## src/rtl/mac_lookup_ctrl_if.sv

```systemverilog
// Channel bundle around the MAC lookup controller: parser header in, MAC-table
// request/response, and the per-frame forwarding decision out.
interface mac_lookup_ctrl_if #(
  parameter int pNUM_PORTS  = 4,
  parameter int pADDR_WIDTH = 14
);
  localparam int PW = (pNUM_PORTS > 1) ? $clog2(pNUM_PORTS) : 1;

  // header from the frame parser
  logic                   ifr_valid;
  logic [pADDR_WIDTH-1:0] ifr_da;
  logic [pADDR_WIDTH-1:0] ifr_sa;
  logic [PW-1:0]          ifr_port;
  logic                   ofr_ready;

  // learn/lookup request to the table and its response
  logic [pADDR_WIDTH-1:0] osa;
  logic [pADDR_WIDTH-1:0] oda;
  logic [PW-1:0]          opnum;
  logic                   owr_en;
  logic [PW-1:0]          itbl_pnum;
  logic                   itbl_ready;

  // forwarding decision to the queue manager
  logic                   odec_valid;
  logic [pNUM_PORTS-1:0]  odec_mask;
  logic                   odec_flood;
  logic                   odec_drop;
  logic                   idec_ready;

  // controller side
  modport master (
    input  ifr_valid, ifr_da, ifr_sa, ifr_port,
    output ofr_ready,
    output osa, oda, opnum, owr_en,
    input  itbl_pnum, itbl_ready,
    output odec_valid, odec_mask, odec_flood, odec_drop,
    input  idec_ready
  );

  // environment side: parser, table and queue manager
  modport slave (
    output ifr_valid, ifr_da, ifr_sa, ifr_port,
    input  ofr_ready,
    input  osa, oda, opnum, owr_en,
    output itbl_pnum, itbl_ready,
    input  odec_valid, odec_mask, odec_flood, odec_drop,
    output idec_ready
  );
endinterface

```

## src/rtl/mac_lookup_ctrl.sv

```systemverilog
// Requester for the MAC table: one header in, one learn+lookup out, then a
// unicast / flood / drop egress mask per frame. One frame in flight at a time.
module mac_lookup_ctrl #(
  parameter int pNUM_PORTS      = 4,
  parameter int pADDR_WIDTH     = 14,
  parameter int pLOOKUP_TIMEOUT = 8
) (
  input  logic              iclk,
  input  logic              irst_n,
  mac_lookup_ctrl_if.master bus
);
  localparam int PW = (pNUM_PORTS > 1) ? $clog2(pNUM_PORTS) : 1;
  localparam int CW = $clog2(pLOOKUP_TIMEOUT);
  localparam logic [CW-1:0]          CNT_LAST      = CW'(pLOOKUP_TIMEOUT - 1);
  localparam logic [pADDR_WIDTH-1:0] ADDR_ALL_ONES = '1;

  typedef enum logic [1:0] {
    ST_IDLE = 2'd0,
    ST_REQ  = 2'd1,
    ST_WAIT = 2'd2,
    ST_OUT  = 2'd3
  } state_t;

  state_t                 state_q, state_d;
  logic [pADDR_WIDTH-1:0] sa_q, sa_d;
  logic [pADDR_WIDTH-1:0] da_q, da_d;
  logic [PW-1:0]          pnum_q, pnum_d;
  logic                   wr_en_q, wr_en_d;
  logic                   fr_ready_q, fr_ready_d;
  logic [CW-1:0]          cnt_q, cnt_d;
  logic                   dec_valid_q, dec_valid_d;
  logic [pNUM_PORTS-1:0]  mask_q, mask_d;
  logic                   flood_q, flood_d;
  logic                   drop_q, drop_d;

  // Per-port decode: flood mask excludes the ingress port; one-hot of the
  // table's answer. A table port outside 0..pNUM_PORTS-1 decodes to all zeros.
  logic [pNUM_PORTS-1:0]  flood_mask;
  logic [pNUM_PORTS-1:0]  tbl_onehot;
  logic                   tbl_in_range;

  for (genvar gi = 0; gi < pNUM_PORTS; gi++) begin : g_port
    assign flood_mask[gi] = (pnum_q != PW'(gi));
    assign tbl_onehot[gi] = (bus.itbl_pnum == PW'(gi));
  end

  assign tbl_in_range = |tbl_onehot;

  always_comb begin
    state_d = state_q;
    sa_d    = sa_q;
    da_d    = da_q;
    pnum_d  = pnum_q;
    wr_en_d = 1'b0;
    cnt_d   = cnt_q;
    mask_d  = mask_q;
    flood_d = flood_q;
    drop_d  = drop_q;

    case (state_q)
      ST_IDLE: begin
        if (bus.ifr_valid && fr_ready_q) begin
          sa_d    = bus.ifr_sa;
          da_d    = bus.ifr_da;
          pnum_d  = bus.ifr_port;
          // an all-ones source is not a real station, so nothing is learned
          wr_en_d = (bus.ifr_sa != ADDR_ALL_ONES);
          state_d = ST_REQ;
        end
      end

      ST_REQ: begin
        if (da_q == ADDR_ALL_ONES) begin
          state_d = ST_OUT;
          mask_d  = flood_mask;
          flood_d = 1'b1;
          drop_d  = 1'b0;
        end else begin
          state_d = ST_WAIT;
          cnt_d   = '0;
        end
      end

      ST_WAIT: begin
        if (bus.itbl_ready) begin
          state_d = ST_OUT;
          if (!tbl_in_range) begin
            mask_d  = flood_mask;
            flood_d = 1'b1;
            drop_d  = 1'b0;
          end else if (bus.itbl_pnum == pnum_q) begin
            mask_d  = '0;
            flood_d = 1'b0;
            drop_d  = 1'b1;
          end else begin
            mask_d  = tbl_onehot;
            flood_d = 1'b0;
            drop_d  = 1'b0;
          end
        end else if (cnt_q == CNT_LAST) begin
          state_d = ST_OUT;
          mask_d  = flood_mask;
          flood_d = 1'b1;
          drop_d  = 1'b0;
        end else begin
          cnt_d = cnt_q + 1'b1;
        end
      end

      ST_OUT: begin
        if (bus.idec_ready) begin
          state_d = ST_IDLE;
        end
      end

      default: begin
        state_d = ST_IDLE;
      end
    endcase

    // look-ahead so both handshake outputs are registered yet cycle-accurate
    dec_valid_d = (state_d == ST_OUT);
    fr_ready_d  = (state_d == ST_IDLE);
  end

  always_ff @(posedge iclk or negedge irst_n) begin
    if (!irst_n) begin
      state_q     <= ST_IDLE;
      sa_q        <= '0;
      da_q        <= '0;
      pnum_q      <= '0;
      wr_en_q     <= 1'b0;
      fr_ready_q  <= 1'b0;
      cnt_q       <= '0;
      dec_valid_q <= 1'b0;
      mask_q      <= '0;
      flood_q     <= 1'b0;
      drop_q      <= 1'b0;
    end else begin
      state_q     <= state_d;
      sa_q        <= sa_d;
      da_q        <= da_d;
      pnum_q      <= pnum_d;
      wr_en_q     <= wr_en_d;
      fr_ready_q  <= fr_ready_d;
      cnt_q       <= cnt_d;
      dec_valid_q <= dec_valid_d;
      mask_q      <= mask_d;
      flood_q     <= flood_d;
      drop_q      <= drop_d;
    end
  end

  assign bus.ofr_ready  = fr_ready_q;
  assign bus.osa        = sa_q;
  assign bus.oda        = da_q;
  assign bus.opnum      = pnum_q;
  assign bus.owr_en     = wr_en_q;
  assign bus.odec_valid = dec_valid_q;
  assign bus.odec_mask  = mask_q;
  assign bus.odec_flood = flood_q;
  assign bus.odec_drop  = drop_q;
endmodule

```

## src/flat_wrapper.sv

```systemverilog
// flat-port wrapper written by rule: the top's interface ports become plain ports
module mac_lookup_ctrl_flat 
#(
  parameter int pNUM_PORTS      = 4,
  parameter int pADDR_WIDTH     = 14,
  parameter int pLOOKUP_TIMEOUT = 8
)
  (iclk, irst_n, bus_ifr_valid, bus_ifr_da, bus_ifr_sa, bus_ifr_port, bus_ofr_ready, bus_osa, bus_oda, bus_opnum, bus_owr_en, bus_itbl_pnum, bus_itbl_ready, bus_odec_valid, bus_odec_mask, bus_odec_flood, bus_odec_drop, bus_idec_ready);
  mac_lookup_ctrl_if #(.pNUM_PORTS(pNUM_PORTS), .pADDR_WIDTH(pADDR_WIDTH)) bus_i ();
  input  logic iclk;
  input  logic irst_n;
  input wire logic [$bits(bus_i.ifr_valid)-1:0] bus_ifr_valid;
  input wire logic [$bits(bus_i.ifr_da)-1:0] bus_ifr_da;
  input wire logic [$bits(bus_i.ifr_sa)-1:0] bus_ifr_sa;
  input wire logic [$bits(bus_i.ifr_port)-1:0] bus_ifr_port;
  output wire logic [$bits(bus_i.ofr_ready)-1:0] bus_ofr_ready;
  output wire logic [$bits(bus_i.osa)-1:0] bus_osa;
  output wire logic [$bits(bus_i.oda)-1:0] bus_oda;
  output wire logic [$bits(bus_i.opnum)-1:0] bus_opnum;
  output wire logic [$bits(bus_i.owr_en)-1:0] bus_owr_en;
  input wire logic [$bits(bus_i.itbl_pnum)-1:0] bus_itbl_pnum;
  input wire logic [$bits(bus_i.itbl_ready)-1:0] bus_itbl_ready;
  output wire logic [$bits(bus_i.odec_valid)-1:0] bus_odec_valid;
  output wire logic [$bits(bus_i.odec_mask)-1:0] bus_odec_mask;
  output wire logic [$bits(bus_i.odec_flood)-1:0] bus_odec_flood;
  output wire logic [$bits(bus_i.odec_drop)-1:0] bus_odec_drop;
  input wire logic [$bits(bus_i.idec_ready)-1:0] bus_idec_ready;
  assign bus_i.ifr_valid = bus_ifr_valid;
  assign bus_i.ifr_da = bus_ifr_da;
  assign bus_i.ifr_sa = bus_ifr_sa;
  assign bus_i.ifr_port = bus_ifr_port;
  assign bus_ofr_ready = bus_i.ofr_ready;
  assign bus_osa = bus_i.osa;
  assign bus_oda = bus_i.oda;
  assign bus_opnum = bus_i.opnum;
  assign bus_owr_en = bus_i.owr_en;
  assign bus_i.itbl_pnum = bus_itbl_pnum;
  assign bus_i.itbl_ready = bus_itbl_ready;
  assign bus_odec_valid = bus_i.odec_valid;
  assign bus_odec_mask = bus_i.odec_mask;
  assign bus_odec_flood = bus_i.odec_flood;
  assign bus_odec_drop = bus_i.odec_drop;
  assign bus_i.idec_ready = bus_idec_ready;
  mac_lookup_ctrl #(.pNUM_PORTS(pNUM_PORTS), .pADDR_WIDTH(pADDR_WIDTH), .pLOOKUP_TIMEOUT(pLOOKUP_TIMEOUT)) u_core (.iclk(iclk), .irst_n(irst_n), .bus(bus_i));
endmodule
```

## config.mk

```make
export PLATFORM = sky130hd
export DESIGN_NAME = mac_lookup_ctrl_flat
export DESIGN_NICKNAME = d
export VERILOG_FILES = /design/src/rtl/mac_lookup_ctrl_if.sv /design/src/rtl/mac_lookup_ctrl.sv /design/src/flat_wrapper.sv
export SDC_FILE = /design/constraint.sdc
export NUM_CORES = 1
export LEC_CHECK = 0
export ABC_AREA = 1
export ABC_CLOCK_PERIOD_IN_PS = 1600
export BUFFER_PORTS_ARGS = -buffer_cell sky130_fd_sc_hd__buf_4
export CORE_ASPECT_RATIO = 1.5
export CORE_MARGIN = 2
export CORE_UTILIZATION = 44
export DETAILED_ROUTE_END_ITERATION = 16
export PLACE_DENSITY_LB_ADDON = 0.12
export RECOVER_POWER = 100
export SLEW_MARGIN = 20
export SYNTH_ARGS = -nofsm -noshare
export SYNTH_HDL_FRONTEND = slang
export SYNTH_SLANG_ARGS = --single-unit
export TNS_END_PERCENT = 10
```

## constraint.sdc

```tcl
create_clock -name iclk -period 1.6 [get_ports iclk]
set_clock_uncertainty 0.2 [all_clocks]
set_input_delay 0.16 -clock iclk [delete_from_list [all_inputs] [get_ports iclk]]
set_output_delay 0.16 -clock iclk [all_outputs]
set_load 0.005 [all_outputs]
```

==> impl_metrics.env <==
export IMPL_rows=30
export IMPL_drive_gt1_share_pct=27.8
export IMPL_synth_simple_gate_area_share_pct=23.2
export IMPL_n_antenna_cell=0
export IMPL_seq_area_um2=1100
export IMPL_post_place_ws_ns=-0.0340
export IMPL_fp_dieArea_um2=5120
export IMPL_tightest_slew_ns=0.966
export IMPL_first_iter_violations=64
export IMPL_clockPowerShare_pct=14.6
export IMPL_numPortBuffers=75
export IMPL_placed_cell_area_um2=2620
export IMPL_multi_input_area_um2=746
export IMPL_dieWidth_um=59.1
export IMPL_vias_per_cell=4.65
export IMPL_max_freq_ghz=0.639
export IMPL_vias=1860
export IMPL_clk_latency_ns=0.29
export IMPL_nFillCells=382
export IMPL_synthCells=240
export IMPL_dp_hpwl_um=3140
export IMPL_cap_violations=0
export IMPL_finalMaxSlewViolations=0
export IMPL_htreeDepth=2
export IMPL_met3_usage_pct=4.93
export IMPL_layout_common_cells="nand2_1 (72), dfrtp_1 (44), inv_1 (38)"
export IMPL_die_y_um=86.6
export IMPL_yosysSeqAreaShare_pct=55.0
export IMPL_critPathMaxStageDelay_ns=0.39
export IMPL_grt_pass1_vias=1870
export IMPL_route_detailed_drc=0
export IMPL_finalWeightedCongestion=0.794
export IMPL_finalHoldViolCount=0
export IMPL_slew_headroom_pct=35.6
export IMPL_cts_sinks=44
export IMPL_totalWireLength_um=4760
export IMPL_track_usage_pct=20.1
export IMPL_setup_violations=0
export IMPL_first_pass_iters=4
export IMPL_min_path_type="in -> reg"
export IMPL_status="finished clean"
export IMPL_cp_max_fo=3
export IMPL_r2r_slack_ns=0.04
export IMPL_overflow=0
export IMPL_cts_max_path_buffers=2
export IMPL_grt_pass1_wl_um=7880
export IMPL_share_comb_of_total_power_pct=41.0
export IMPL_yosysTopAreaCellShare_pct=55.0
export IMPL_synth_xor_area_share_pct=0.875
export IMPL_switching_share_pct=35.1
export IMPL_tritoncts="built"
export IMPL_crit_top_cell="nand2_1"
export IMPL_synthMuxAreaShare_pct=0
export IMPL_clk_pin_slew_worst_paths_ns=0.07
export IMPL_start_util_pct=44.8
export IMPL_end_kind="flip-flop"
export IMPL_netlist_area_um2=2000
export IMPL_avgSynthCellArea_um2=8.34
export IMPL_wl_per_cell_um=11.9
export IMPL_ys_ff_latch=44
export IMPL_power_density_nw_per_um2=1450
export IMPL_ios=76
export IMPL_worst_setup_path_start_kind="flip-flop"
export IMPL_seq_power_share_pct=44.4
export IMPL_synth_fa_ha_area_share_pct=1.25
export IMPL_yosysWarnings=0
export IMPL_p_leak_uw=0.00165
export IMPL_synth_compound_area_share_pct=10.3
export IMPL_fin_crit_ns=1.56
export IMPL_synth_top_family_by_area="simple AND/OR/NAND/NOR gates"
export IMPL_syn_num_nets=279
export IMPL_grt_most_used_layer="met2"
export IMPL_antenna_found_initial=0
export IMPL_crit_slowest_cell="dfrtp_1"
export IMPL_area_growth_pct=52.5
export IMPL_yosysTopAreaCell="dfrtp_1"
export IMPL_vdd_drop_max_mv=0.769
export IMPL_numCtsBuffers=5
export IMPL_path_cells="ha_2 > ha_4 > nor2_4 > nand2_1 > nand2_1 > o21ai_2 > nand2_1 > nand2_1"
export IMPL_grt_max_degree=64
export IMPL_root_buffer="clkbuf_8"
export IMPL_internal_power_uw=2870
export IMPL_design_area_um2=3050
export IMPL_post_route_period_util_pct=97.7
export IMPL_p_sw_uw=1550
export IMPL_core_area_um2=4470
export IMPL_grt_use_met2_pct=36.4
export IMPL_cp_arrival_ns=1.55
export IMPL_crit_required_ns=1.58
export IMPL_final_common_cell="nand2_1"
export IMPL_layout_nets=391
export IMPL_total_power_uw=4420
export IMPL_fin_ws_ns=0.0360
export IMPL_synth_distinct_cells=23
export IMPL_synthTopCellsByArea="dfrtp_1 (55%), nand2_1 (14%), o21ai_1 (7.3%)"
export IMPL_drtAntennaViolNets=0
export IMPL_met1_usage_pct=22.0
export IMPL_critPathKind="reg -> reg"
-- stage by stage --
step           hold WS [ns]  TNS, ns  util [%]  cells
3_5_place_dp        -0.0142   -0.106      58.5    358
2_1_floorplan        -0.336        0         -    240
6_report             0.0301        0      68.3    400
3_3_place_gp       -0.00697        0      58.5    358
5_1_grt              0.0316   -0.222      68.3    400
4_1_cts              0.0181        0      68.5    400
-- worst max-delay path, delay by kind of cell, from the launching register on --
family	cells	cell delay, ns
AOI/OAI and AO/OA	1	0.07
adders and majority gates	2	0.36
DFF	1	0.39
and+or+nand+nor	5	0.43
-- flip-flops by register name (all words and copies together) (netlist names), 2 cells and up --
register	count
u_core.bus.osa	14
u_core.bus.opnum	2
u_core.state_q	2
u_core.bus.odec_mask	4
u_core.cnt_q	3
u_core.bus.oda	14
-- layer usage --
layer | up-vias | share of wire [%]
met3 | 8 | 4.1
li1 | 957 | -
met1 | 848 | 40
met4 | 0 | 1.7
met5 | - | 0
met2 | 47 | 55
-- synth_stat cells --
master and n:
nand2_1 72, dfrtp_1 44, inv_1 37, o21ai_1 29, nor2_1 15, nand3_1 8, buf_2 6, inv_2 5
a21oi_1 3, nand2_2 3, a22oi_1 2, ha_1 2, nand4_1 2, nor2_2 2, xnor2_1 2, a31oi_1 1
nand2_4 1, nand4_4 1, nor3_1 1, nor3_2 1, o21ai_2 1, o21ai_4 1, or2_1 1
-- area by class of cell --
cell class	count	share of cell area, %
Clock buffer	6	2.38
Clock inverter	1	0.164
Inverter	42	5.16
Multi-Input combinational cell	148	24.4
Sequential cell	44	36.1
Tap cell	48	1.97
Timing Repair Buffer	111	29.8
-- kinds of logic (layout without fill, tap and decap cells) --
| logic type | count (synthesis) | count (layout) |
|---|---|---|
| xor+xnor | 2 | 2 |
| simple gates | 107 | 107 |
| compound gates | 37 | 37 |
| flops | 44 | 44 |
| fa+ha+maj | 2 | 2 |
| buf+inv | 48 | 160 |
-- repair_timing --
| action | in CTS | in global routing |
|---|---|---|
| resized for setup | 3 | 5 |
| endpoints found under the setup margin | 6 | 11 |
| pin swaps | 2 | 3 |
| setup buffers | 2 | 0 |
| endpoints found under the hold margin | 76 | 0 |
| hold buffers | 33 | 0 |
-- power by group through the flow --
stage          combinational [uW]  clock [uW]  sequential (uW)
4_1_cts                      1940         664             1980
5_1_grt                      2080         704             2030
3_3_place_gp                 1780           0             1980
6_report                     1810         644             1960
3_5_place_dp                 1820           0             1990
2_1_floorplan                 864           0             1970
-- path summary, 6_finish.rpt --
kind	from	endpoint	cells after the start
max	u_core.cnt_q[0]$_DFFE_PN0P_	u_core.cnt_q[1]$_DFFE_PN0P_	8
min	bus_idec_ready	u_core.state_q[1]$_DFF_PN0_	4
max reg2reg	u_core.cnt_q[0]$_DFFE_PN0P_	u_core.cnt_q[1]$_DFFE_PN0P_	8
min reg2reg	u_core.bus.osa[11]$_DFFE_PN0P_	u_core.bus.osa[11]$_DFFE_PN0P_	2
max in group asynchronous	irst_n	u_core.bus.osa[10]$_DFFE_PN0P_	2
min in group asynchronous	irst_n	u_core.bus.ofr_ready$_DFF_PN0_	2
Note: power is estimated with default switching activity, not from simulation.
